File: src/rtl/axi_master_bridge.sv
// Single-outstanding AXI4 master: turns one CPU load/store into one single-beat AXI read or write.
// All AXI handshake outputs and the CPU response are registered.
module axi_master_bridge #(
    parameter int unsigned       ID_W      = 4,
    parameter logic [ID_W-1:0]   MASTER_ID = '0,
    parameter int unsigned       ADDR_W    = 32,
    parameter int unsigned       DATA_W    = 32
) (
    input  logic                clk,
    input  logic                rst,

    input  logic                req_valid,
    input  logic                req_write,
    input  logic [ADDR_W-1:0]   req_addr,
    input  logic [DATA_W-1:0]   req_wdata,
    input  logic [DATA_W/8-1:0] req_wstrb,
    output logic                req_ready,
    output logic                rsp_valid,
    output logic [DATA_W-1:0]   rsp_rdata,
    output logic                rsp_err,

    output logic [ID_W-1:0]     M_ARID,
    output logic [ADDR_W-1:0]   M_ARAddr,
    output logic [3:0]          M_ARLen,
    output logic [2:0]          M_ARSize,
    output logic [1:0]          M_ARBurst,
    output logic                M_ARValid,
    input  logic                M_ARReady,

    input  logic [ID_W-1:0]     M_RID,
    input  logic [DATA_W-1:0]   M_RData,
    input  logic [1:0]          M_RResp,
    input  logic                M_RLast,
    input  logic                M_RValid,
    output logic                M_RReady,

    output logic [ID_W-1:0]     M_AWID,
    output logic [ADDR_W-1:0]   M_AWAddr,
    output logic [3:0]          M_AWLen,
    output logic [2:0]          M_AWSize,
    output logic [1:0]          M_AWBurst,
    output logic                M_AWValid,
    input  logic                M_AWReady,

    output logic [DATA_W-1:0]   M_WData,
    output logic [DATA_W/8-1:0] M_WStrb,
    output logic                M_WLast,
    output logic                M_WValid,
    input  logic                M_WReady,

    input  logic [ID_W-1:0]     M_BID,
    input  logic [1:0]          M_BResp,
    input  logic                M_BValid,
    output logic                M_BReady
);

    typedef enum logic [2:0] {StIdle, StRaddr, StRdata, StWreq, StWresp} state_e;

    state_e                state_q, state_d;
    logic [ADDR_W-1:0]     addr_q, addr_d;
    logic [DATA_W-1:0]     wdata_q, wdata_d;
    logic [DATA_W/8-1:0]   wstrb_q, wstrb_d;
    logic [DATA_W-1:0]     rdata_q, rdata_d;
    logic                  ar_valid_q, ar_valid_d;
    logic                  r_ready_q, r_ready_d;
    logic                  aw_valid_q, aw_valid_d;
    logic                  w_valid_q, w_valid_d;
    logic                  b_ready_q, b_ready_d;
    logic                  aw_done_q, aw_done_d;
    logic                  w_done_q, w_done_d;
    logic                  req_ready_q, req_ready_d;
    logic                  rsp_valid_q, rsp_valid_d;
    logic                  rsp_err_q, rsp_err_d;

    logic ar_hs, r_hs, aw_hs, w_hs, b_hs;
    logic unused_resp;

    assign ar_hs = ar_valid_q & M_ARReady;
    assign r_hs  = r_ready_q & M_RValid;
    assign aw_hs = aw_valid_q & M_AWReady;
    assign w_hs  = w_valid_q & M_WReady;
    assign b_hs  = b_ready_q & M_BValid;

    // Only RESP[1] distinguishes SLVERR/DECERR from OKAY/EXOKAY.
    assign unused_resp = M_RResp[0] ^ M_BResp[0];

    always_comb begin
        state_d     = state_q;
        addr_d      = addr_q;
        wdata_d     = wdata_q;
        wstrb_d     = wstrb_q;
        rdata_d     = rdata_q;
        ar_valid_d  = ar_valid_q;
        r_ready_d   = r_ready_q;
        aw_valid_d  = aw_valid_q;
        w_valid_d   = w_valid_q;
        b_ready_d   = b_ready_q;
        aw_done_d   = aw_done_q;
        w_done_d    = w_done_q;
        req_ready_d = req_ready_q;
        rsp_valid_d = 1'b0;
        rsp_err_d   = 1'b0;

        unique case (state_q)
            StIdle: begin
                if (req_valid && req_ready_q) begin
                    addr_d      = req_addr;
                    wdata_d     = req_wdata;
                    wstrb_d     = req_wstrb;
                    req_ready_d = 1'b0;
                    if (req_write) begin
                        state_d    = StWreq;
                        aw_valid_d = 1'b1;
                        w_valid_d  = 1'b1;
                    end else begin
                        state_d    = StRaddr;
                        ar_valid_d = 1'b1;
                    end
                end
            end
            StRaddr: begin
                if (ar_hs) begin
                    ar_valid_d = 1'b0;
                    r_ready_d  = 1'b1;
                    state_d    = StRdata;
                end
            end
            StRdata: begin
                if (r_hs) begin
                    rdata_d     = M_RData;
                    rsp_valid_d = 1'b1;
                    rsp_err_d   = M_RResp[1] || (M_RID != MASTER_ID) || !M_RLast;
                    r_ready_d   = 1'b0;
                    req_ready_d = 1'b1;
                    state_d     = StIdle;
                end
            end
            StWreq: begin
                if (aw_hs) begin
                    aw_valid_d = 1'b0;
                    aw_done_d  = 1'b1;
                end
                if (w_hs) begin
                    w_valid_d = 1'b0;
                    w_done_d  = 1'b1;
                end
                // Channels finish independently; advance once both have.
                if ((aw_done_q || aw_hs) && (w_done_q || w_hs)) begin
                    aw_done_d = 1'b0;
                    w_done_d  = 1'b0;
                    b_ready_d = 1'b1;
                    state_d   = StWresp;
                end
            end
            StWresp: begin
                if (b_hs) begin
                    rsp_valid_d = 1'b1;
                    rsp_err_d   = M_BResp[1] || (M_BID != MASTER_ID);
                    b_ready_d   = 1'b0;
                    req_ready_d = 1'b1;
                    state_d     = StIdle;
                end
            end
            default: state_d = StIdle;
        endcase
    end

    always_ff @(posedge clk or negedge rst) begin
        if (!rst) begin
            state_q     <= StIdle;
            addr_q      <= '0;
            wdata_q     <= '0;
            wstrb_q     <= '0;
            rdata_q     <= '0;
            ar_valid_q  <= 1'b0;
            r_ready_q   <= 1'b0;
            aw_valid_q  <= 1'b0;
            w_valid_q   <= 1'b0;
            b_ready_q   <= 1'b0;
            aw_done_q   <= 1'b0;
            w_done_q    <= 1'b0;
            req_ready_q <= 1'b1;
            rsp_valid_q <= 1'b0;
            rsp_err_q   <= 1'b0;
        end else begin
            state_q     <= state_d;
            addr_q      <= addr_d;
            wdata_q     <= wdata_d;
            wstrb_q     <= wstrb_d;
            rdata_q     <= rdata_d;
            ar_valid_q  <= ar_valid_d;
            r_ready_q   <= r_ready_d;
            aw_valid_q  <= aw_valid_d;
            w_valid_q   <= w_valid_d;
            b_ready_q   <= b_ready_d;
            aw_done_q   <= aw_done_d;
            w_done_q    <= w_done_d;
            req_ready_q <= req_ready_d;
            rsp_valid_q <= rsp_valid_d;
            rsp_err_q   <= rsp_err_d;
        end
    end

    assign req_ready = req_ready_q;
    assign rsp_valid = rsp_valid_q;
    assign rsp_rdata = rdata_q;
    assign rsp_err   = rsp_err_q;

    assign M_ARID    = MASTER_ID;
    assign M_ARAddr  = addr_q;
    assign M_ARLen   = 4'd0;
    assign M_ARSize  = 3'b010;
    assign M_ARBurst = 2'b01;
    assign M_ARValid = ar_valid_q;
    assign M_RReady  = r_ready_q;

    assign M_AWID    = MASTER_ID;
    assign M_AWAddr  = addr_q;
    assign M_AWLen   = 4'd0;
    assign M_AWSize  = 3'b010;
    assign M_AWBurst = 2'b01;
    assign M_AWValid = aw_valid_q;

    assign M_WData   = wdata_q;
    assign M_WStrb   = wstrb_q;
    assign M_WLast   = 1'b1;
    assign M_WValid  = w_valid_q;
    assign M_BReady  = b_ready_q;

endmodule

File: config.mk
export PLATFORM = sky130hd
export DESIGN_NAME = axi_master_bridge
export DESIGN_NICKNAME = d
export VERILOG_FILES = /design/src/rtl/axi_master_bridge.sv
export SDC_FILE = /design/constraint.sdc
export NUM_CORES = 1
export LEC_CHECK = 0
export BUFFER_PORTS_ARGS = -buffer_cell sky130_fd_sc_hd__buf_2
export CORE_MARGIN = 1.5
export CORE_UTILIZATION = 40
export CTS_BUF_LIST = sky130_fd_sc_hd__clkbuf_4
export DETAILED_ROUTE_END_ITERATION = 10
export PLACE_DENSITY = 0.84
export SLEW_MARGIN = 5
export SYNTH_ARGS = -nofsm -noshare
export SYNTH_HDL_FRONTEND = slang
export SYNTH_SLANG_ARGS = --single-unit
File: constraint.sdc
create_clock -name clk -period 2.6 [get_ports clk]
set_input_delay 0.52 -clock clk [delete_from_list [all_inputs] [get_ports clk]]
set_output_delay 0.52 -clock clk [all_outputs]
set_load 0.01 [all_outputs]
==> run_results.csv, run 1 <==
group,metric,value,unit
run_status,outcome,"finished, final reports clean",
grt,grt_max_degree,62,
timing,worst_pin_slew,0.549,ns
logic_synthesis,avgSynthCellArea,15.4,sq um
job,max_cap_violations,0,
drt,vias_per_cell,4.48,
setup_path,critPathRequiredTime,3.02,ns
pwr,intPower,5.38,mW
setup_path,r2r_slack,0.75,ns
timing,slew_headroom,63.4,%
timing,finalHoldViolations,0,
timing,setup_tns,0,ns
final_layout,layout.nets,693,
floorplan,die_h,116,um
timing,slew_viol_final,0,
min_path,min_to,"M_WStrb[2]",
timing,fin_crit_sh,71.3,%
min_path,hold_path.class,"in2reg",
setup_path,slowest_stage,"dfrtp_1",
floorplan,io_pins,289,
timing,setup_viol,0,
setup_path,crit_buf_inv,1,
grt,grt_pass1_wl,16200,um
grt,grt_pass1_vias,3357,
final_layout,area_growth,27.0,%
pwr,p_clk_share,17.5,%
cts,cts_buffers,17,
setup_path,worstPathArrival,2.27,ns
floorplan,die_w,116,um
cts,path_clk_slew,0.10,ns
pwr,comb_power_share,43.3,%
cts,htreeDepth,4,
timing,fmaxAchievable,540,MHz
floorplan,start_util,40.7,%
grt,grt_usage,16.1,%
drt,first_pass_iters,6,
cts,cts.sinks,113,
final_layout,fillers,1054,
setup_path,rr_startpoint,"state_q[1]",
setup_path,startpoint,"state_q[1]",
grt,antenna_found_initial,1,
pwr,total_power,8.17,mW
floorplan,core-area,12600,sq um
final_layout,final_common_cell,"buf_2",
final_layout,multi_input_area,1750,sq um
drt,wire_per_inst,14.6,um
floorplan,fp-row-count,41,
setup_path,slowest_delay,0.47,ns
cts,cts_root_buf,"clkbuf_4",
setup_path,r2r-end,"M_ARAddr[5]",
grt,grt_overflow,0,
min_path,hp-start,"req_wstrb[2]",
final_layout,area.sequential,2830,sq um
cts,cts-resized-gates,0,
drt,dr.first_iter.drc_count,110,
logic_synthesis,ys_seq_area_share,55.3,%
pwr,powerDensity,1260,nW/um^2
placed_design,finalWeightedCongestion,0.738,
setup_path,critPathTopFamily,"flip-flops",
logic_synthesis,synth_top_area_share,54.8,%
setup_path,cp_cell_sequence,"nor2_1, and2_4, buf_4, mux2_4",
setup_path,cp_max_fo,28,
pwr,vdd_drop_max,665,uV
floorplan,dieArea,13500,sq um
setup_path,startpoint_type,"flip-flop",
pwr,p_sw_share,34.2,%
logic_synthesis,synth_area_leaders,"dfrtp_1, mux2_4, buf_4, mux2_2, buf_12",
final_layout,final_cell_mix,"buf_2, dfrtp_1, mux2_4",
logic_synthesis,synth_area_leader_cell,"dfrtp_1",
drt,drc_errors,0,
setup_path,worstSetupPathType,"reg2reg",
placed_design,port_buffers,259,
pwr,p_leak,3.44,nW
logic_synthesis,synth-seq-cells,113,
setup_path,cp-end-kind,"flip-flop",
pwr,p_sw,2.79,mW
logic_synthesis,synthesis.area,5120,sq um
drt,ant_nets,0,
logic_synthesis,synth_cell_type_count,34,
cts,clock_latency,0.53,ns
timing,skew,0.0137,ns
logic_synthesis,synth_cells,332,
drt,routed_wl,11000,um
min_path,hold_depth,2,
cts,cts_buffer_depth,2,
placed_design,place_hpwl,8250,um
pwr,p_seq_share,39.2,%
cts,cts_tree,"built",
timing,period_minus_slack,1.85,ns
drt,vias,3392,
timing,rsz0062_at_grt,"no",
final_layout,final_layout_size_suffix_gt1_share,68.8,%
setup_path,worstRegToRegCells,4,
logic_synthesis,yosys_warnings,0,
-- cells by family after synthesis --
logic type	count (synthesis)	share of synthesized area (%)
other cells	2	0.147
mux	101	27.1
compound gates	16	2.20
flops	113	55.3
simple gates	26	3.01
buf+inv	74	12.3
-- worst register-to-register path: stages (launching register included) --
cell,delay [ns]
dfrtp_1,0.47
nor2_1,0.25
and2_4,0.22
buf_4,0.42
mux2_4,0.38
-- routing by layer --
layer / global-route usage, % / routed length, um
met1: 17.2 / 4320
met2: 28.0 / 5720
met3: 5.71 / 795
met4: 8.29 / 205
met5: 0 / 0
-- Yosys cell counts --
library cell and number:
a21oi_1 4, a31o_2 3, a31oi_1 2, a32o_1 1, and2_4 1, and3_1 1, and3b_1 1, and3b_2 1
buf_12 7, buf_2 3, buf_4 59, buf_8 1, conb_1 2, dfrtp_1 112, dfstp_2 1, inv_1 4
mux2_2 35, mux2_4 66, nand2_1 5, nand3_1 2, nand3b_1 2, nand4_1 1, nand4_2 1, nor2_1 6
nor3_1 2, nor3b_1 1, o211ai_1 1, o21a_1 1, o21ai_0 1, o22a_1 1, o22ai_1 1, o311ai_0 1
or4_1 1, or4b_2 1
-- worst max path at each step --
stage | slack (ns) | endpoint | depth (start not counted)
after floorplan | 1.03 | M_ARAddr[0] | 5
after global placement | 0.73 | M_ARAddr[9] | 5
after global routing | 0.65 | M_ARAddr[6] | 4
final | 0.75 | M_ARAddr[5] | 4
after detailed placement | 0.69 | M_WData[25] | 5
after CTS | 0.74 | M_WData[22] | 4
-- stage by stage --
step                      setup slack (ns)  cell area, sq um  util, %  hold slack [ns]  cells
after global routing                 0.654              6500     51.7            0.146    757
after detailed placement             0.689              6170     49.1            0.359    723
after global placement               0.729              6170     49.1            0.356    723
final                                0.747              6500     51.7            0.213    757
after CTS                            0.737              6490     51.7            0.144    756
after floorplan                       1.03              5210        -            0.224    357
-- timing repair --
action	in CTS	in global routing
buffers inserted	0	0
endpoints found under the setup margin	0	0
endpoints found under the hold margin	8	0
hold buffers	1	0
-- registers in the layout (all words and copies together) (netlist names), 3 cells and up --
signal / flops
state_q: 3
M_WStrb: 4
M_ARAddr: 32
rsp_rdata: 32
M_WData: 32
-- area by class of cell --
type | instances | share of cell area [%]
diodes | 1 | 0.0385
clock buffers | 19 | 2.20
clock inverters | 13 | 2.58
inverters | 4 | 0.231
multi-input cells | 170 | 27.0
flip-flops and latches | 113 | 43.5
well taps | 172 | 3.31
repair buffers | 265 | 21.1
-- power groups by stage --
stage | clock (mW) | sequential, mW | combinational (mW)
2_1_floorplan | 0 | 3.57 | 2.18
3_3_place_gp | 0 | 3.15 | 3.50
3_5_place_dp | 0 | 3.22 | 3.58
4_1_cts | 1.50 | 3.20 | 3.59
5_1_grt | 1.57 | 3.31 | 3.84
6_report | 1.43 | 3.20 | 3.54
No activity file was read; power rests on OpenSTA's default activity.
==> run 2, diff against run 1 <==
- PLACE_DENSITY: 0.84 -> 0.87
- clock period: 2.6 -> 1.6 ns (I/O delays scaled with it)
==> run_results.csv, run 2 (same netlist as run 1, synthesis figures left out) <==
group,metric,value,unit
run_status,outcome,"finished with violations",
run_status,violations,"setup timing",
pwr,powerDensity,1750,nW/um^2
setup_path,critPathRequiredTime,1.99,ns
drt,routed_wl,13300,um
cts,cts_root_buf,"clkbuf_4",
final_layout,final_layout_size_suffix_gt1_share,59.5,%
floorplan,io_pins,289,
setup_path,critPathTopFamily,"flip-flops",
floorplan,start_util,40.7,%
cts,htreeDepth,4,
grt,grt_pass1_vias,4086,
timing,rsz0062_at_grt,"yes",
setup_path,rr_startpoint,"req_ready",
drt,vias_per_cell,4.42,
floorplan,core-area,12600,sq um
grt,use_met3,7.16,%
final_layout,layout.nets,803,
placed_design,finalWeightedCongestion,0.765,
cts,cts_tree,"built",
final_layout,fin_util,59.7,%
setup_path,slowest_delay,0.54,ns
drt,first_pass_iters,4,
placed_design,port_buffers,259,
timing,hold_ws,0.0603,ns
grt,met2_usage,36.8,%
setup_path,startpoint_type,"flip-flop",
grt,top_usage_layer,"met2",
setup_path,worstPathArrival,2.03,ns
setup_path,cp_num_cells,4,
pwr,vdd_drop_max,784,uV
setup_path,worstSetupPathType,"reg2reg",
setup_path,r2r_slack,-0.04,ns
job,max_cap_violations,0,
final_layout,final_common_cell,"buf_2",
pwr,p_leak,3.89,nW
cts,cts_buffer_depth,2,
setup_path,slowest_stage,"dfstp_2",
cts,post-cts-setup-buffers,0,
placed_design,place_hpwl,8350,um
grt,antenna_found_initial,0,
timing,slew_viol_final,0,
setup_path,crit_buf_inv,1,
drt,drc_errors,0,
grt,use_met1,19.4,%
setup_path,startpoint,"req_ready",
timing,setup_viol,36,
cts,path_clk_slew,0.10,ns
min_path,hold_depth,2,
timing,finalHoldViolations,0,
setup_path,cp_max_fo,22,
setup_path,cp-end-kind,"flip-flop",
setup_path,worstRegToRegCells,4,
grt,grt_overflow,0,
grt,grt_max_degree,73,
cts,cts.sinks,113,
pwr,p_seq_share,39.5,%
timing,setup_ws,-0.0357,ns
pwr,comb_power_share,47.7,%
cts,cts_buffers,17,
timing,fin_crit_sh,102,%
setup_path,cp_cell_sequence,"and3b_1, and2_4, buf_12, mux2_4",
drt,vias,3836,
drt,ant_nets,0,
pwr,p_clk_share,12.9,%
drt,wire_per_inst,15.4,um
cts,clock_latency,0.51,ns
grt,grt_usage,19.5,%
setup_path,cp-endpoint,"M_ARAddr[4]",
final_layout,area_growth,46.7,%
floorplan,die_w,116,um
floorplan,fp-row-count,41,
setup_path,r2r-end,"M_ARAddr[4]",
pwr,intPower,8.49,mW
drt,dr.first_iter.drc_count,122,
min_path,hold_path.class,"in2reg",
floorplan,die_h,116,um
floorplan,dieArea,13500,sq um
pwr,p_sw,4.61,mW
timing,skew,0.0119,ns
pwr,p_sw_share,35.2,%
timing,fmaxAchievable,611,MHz
grt,grt_pass1_wl,19700,um
final_layout,final_cell_mix,"buf_2, dfrtp_1, dlygate4sd3_1",
timing,worst_pin_slew,0.521,ns
timing,slew_headroom,65.3,%
timing,period_minus_slack,1.64,ns
-- run 2: changes by cell type in the layout (fill, tap and decap cells not counted) --
| cell | before | now |
|---|---|---|
| buf_2 | 258 | 257 |
| buf_12 | 2 | 4 |
| bufinv_16 | 4 | 0 |
| buf_6 | 0 | 1 |
| clkinv_4 | 1 | 0 |
| clkinvlp_4 | 1 | 0 |
| clkbuf_4 | 19 | 22 |
| clkinv_2 | 4 | 6 |
| dlygate4sd3_1 | 1 | 99 |
| mux2_4 | 66 | 68 |
| mux2_2 | 35 | 33 |
| buf_4 | 4 | 14 |
| clkinv_1 | 3 | 4 |
-- run 2: layout make-up --
| cell class | instances | area [sq um] |
|---|---|---|
| sequential | 113 | 2830 |
| clock inverter | 10 | 45.0 |
| inverter | 4 | 15.0 |
| antenna | 1 | 2.50 |
| fill | 994 | 5060 |
| clock buffer | 22 | 165 |
| timing repair buffer | 375 | 2470 |
| tap | 172 | 215 |
| multi-input combinational | 170 | 1760 |
-- run 2: worst min-delay path by stage --
stage	start	slack, ns	to
6_report	M_RData[2]	0.06	rsp_rdata[2]
3_3_place_gp	rst	0.38	M_WData[9]
4_1_cts	M_RData[2]	0.002	rsp_rdata[2]
3_5_place_dp	rst	0.38	M_ARAddr[29]
5_1_grt	M_RData[2]	0.008	rsp_rdata[2]
2_1_floorplan	rst	0.02	M_ARAddr[0]
-- run 2: metal layers --
layer / share of wire [%] / wire, um
met2: 55 / 7390
met4: 1.7 / 231
met5: 0 / 0
met1: 36 / 4820
met3: 6.7 / 892
-- run 2: power groups by stage --
stage	sequential, mW	combinational (mW)	clock (mW)
6_report	5.17	6.24	1.69
5_1_grt	5.36	6.76	1.89
4_1_cts	5.16	6.24	1.76
3_5_place_dp	5.19	6.01	0
3_3_place_gp	5.11	5.88	0
2_1_floorplan	5.80	3.55	0
-- run 2: through the flow --
stage	total power [mW]	std cells	setup WS, ns	setup TNS [ns]	instance area, sq um
2_1_floorplan	9.35	357	0.0324	0	5210
3_3_place_gp	11.0	735	0.0124	0	6290
3_5_place_dp	11.2	735	-0.0187	-0.286	6290
4_1_cts	13.2	866	-0.0349	-0.787	7500
5_1_grt	14.0	866	-0.0804	-3.37	7500
6_report	13.1	867	-0.0357	-0.487	7510
-- run 2: timing repair --
action | 4_1_cts | 5_1_grt
endpoints found under the setup margin | 38 | 67
gates resized for setup | 2 | 1
hold buffers | 99 | 0
endpoints found under the hold margin | 210 | 0
cloned | 0 | 0
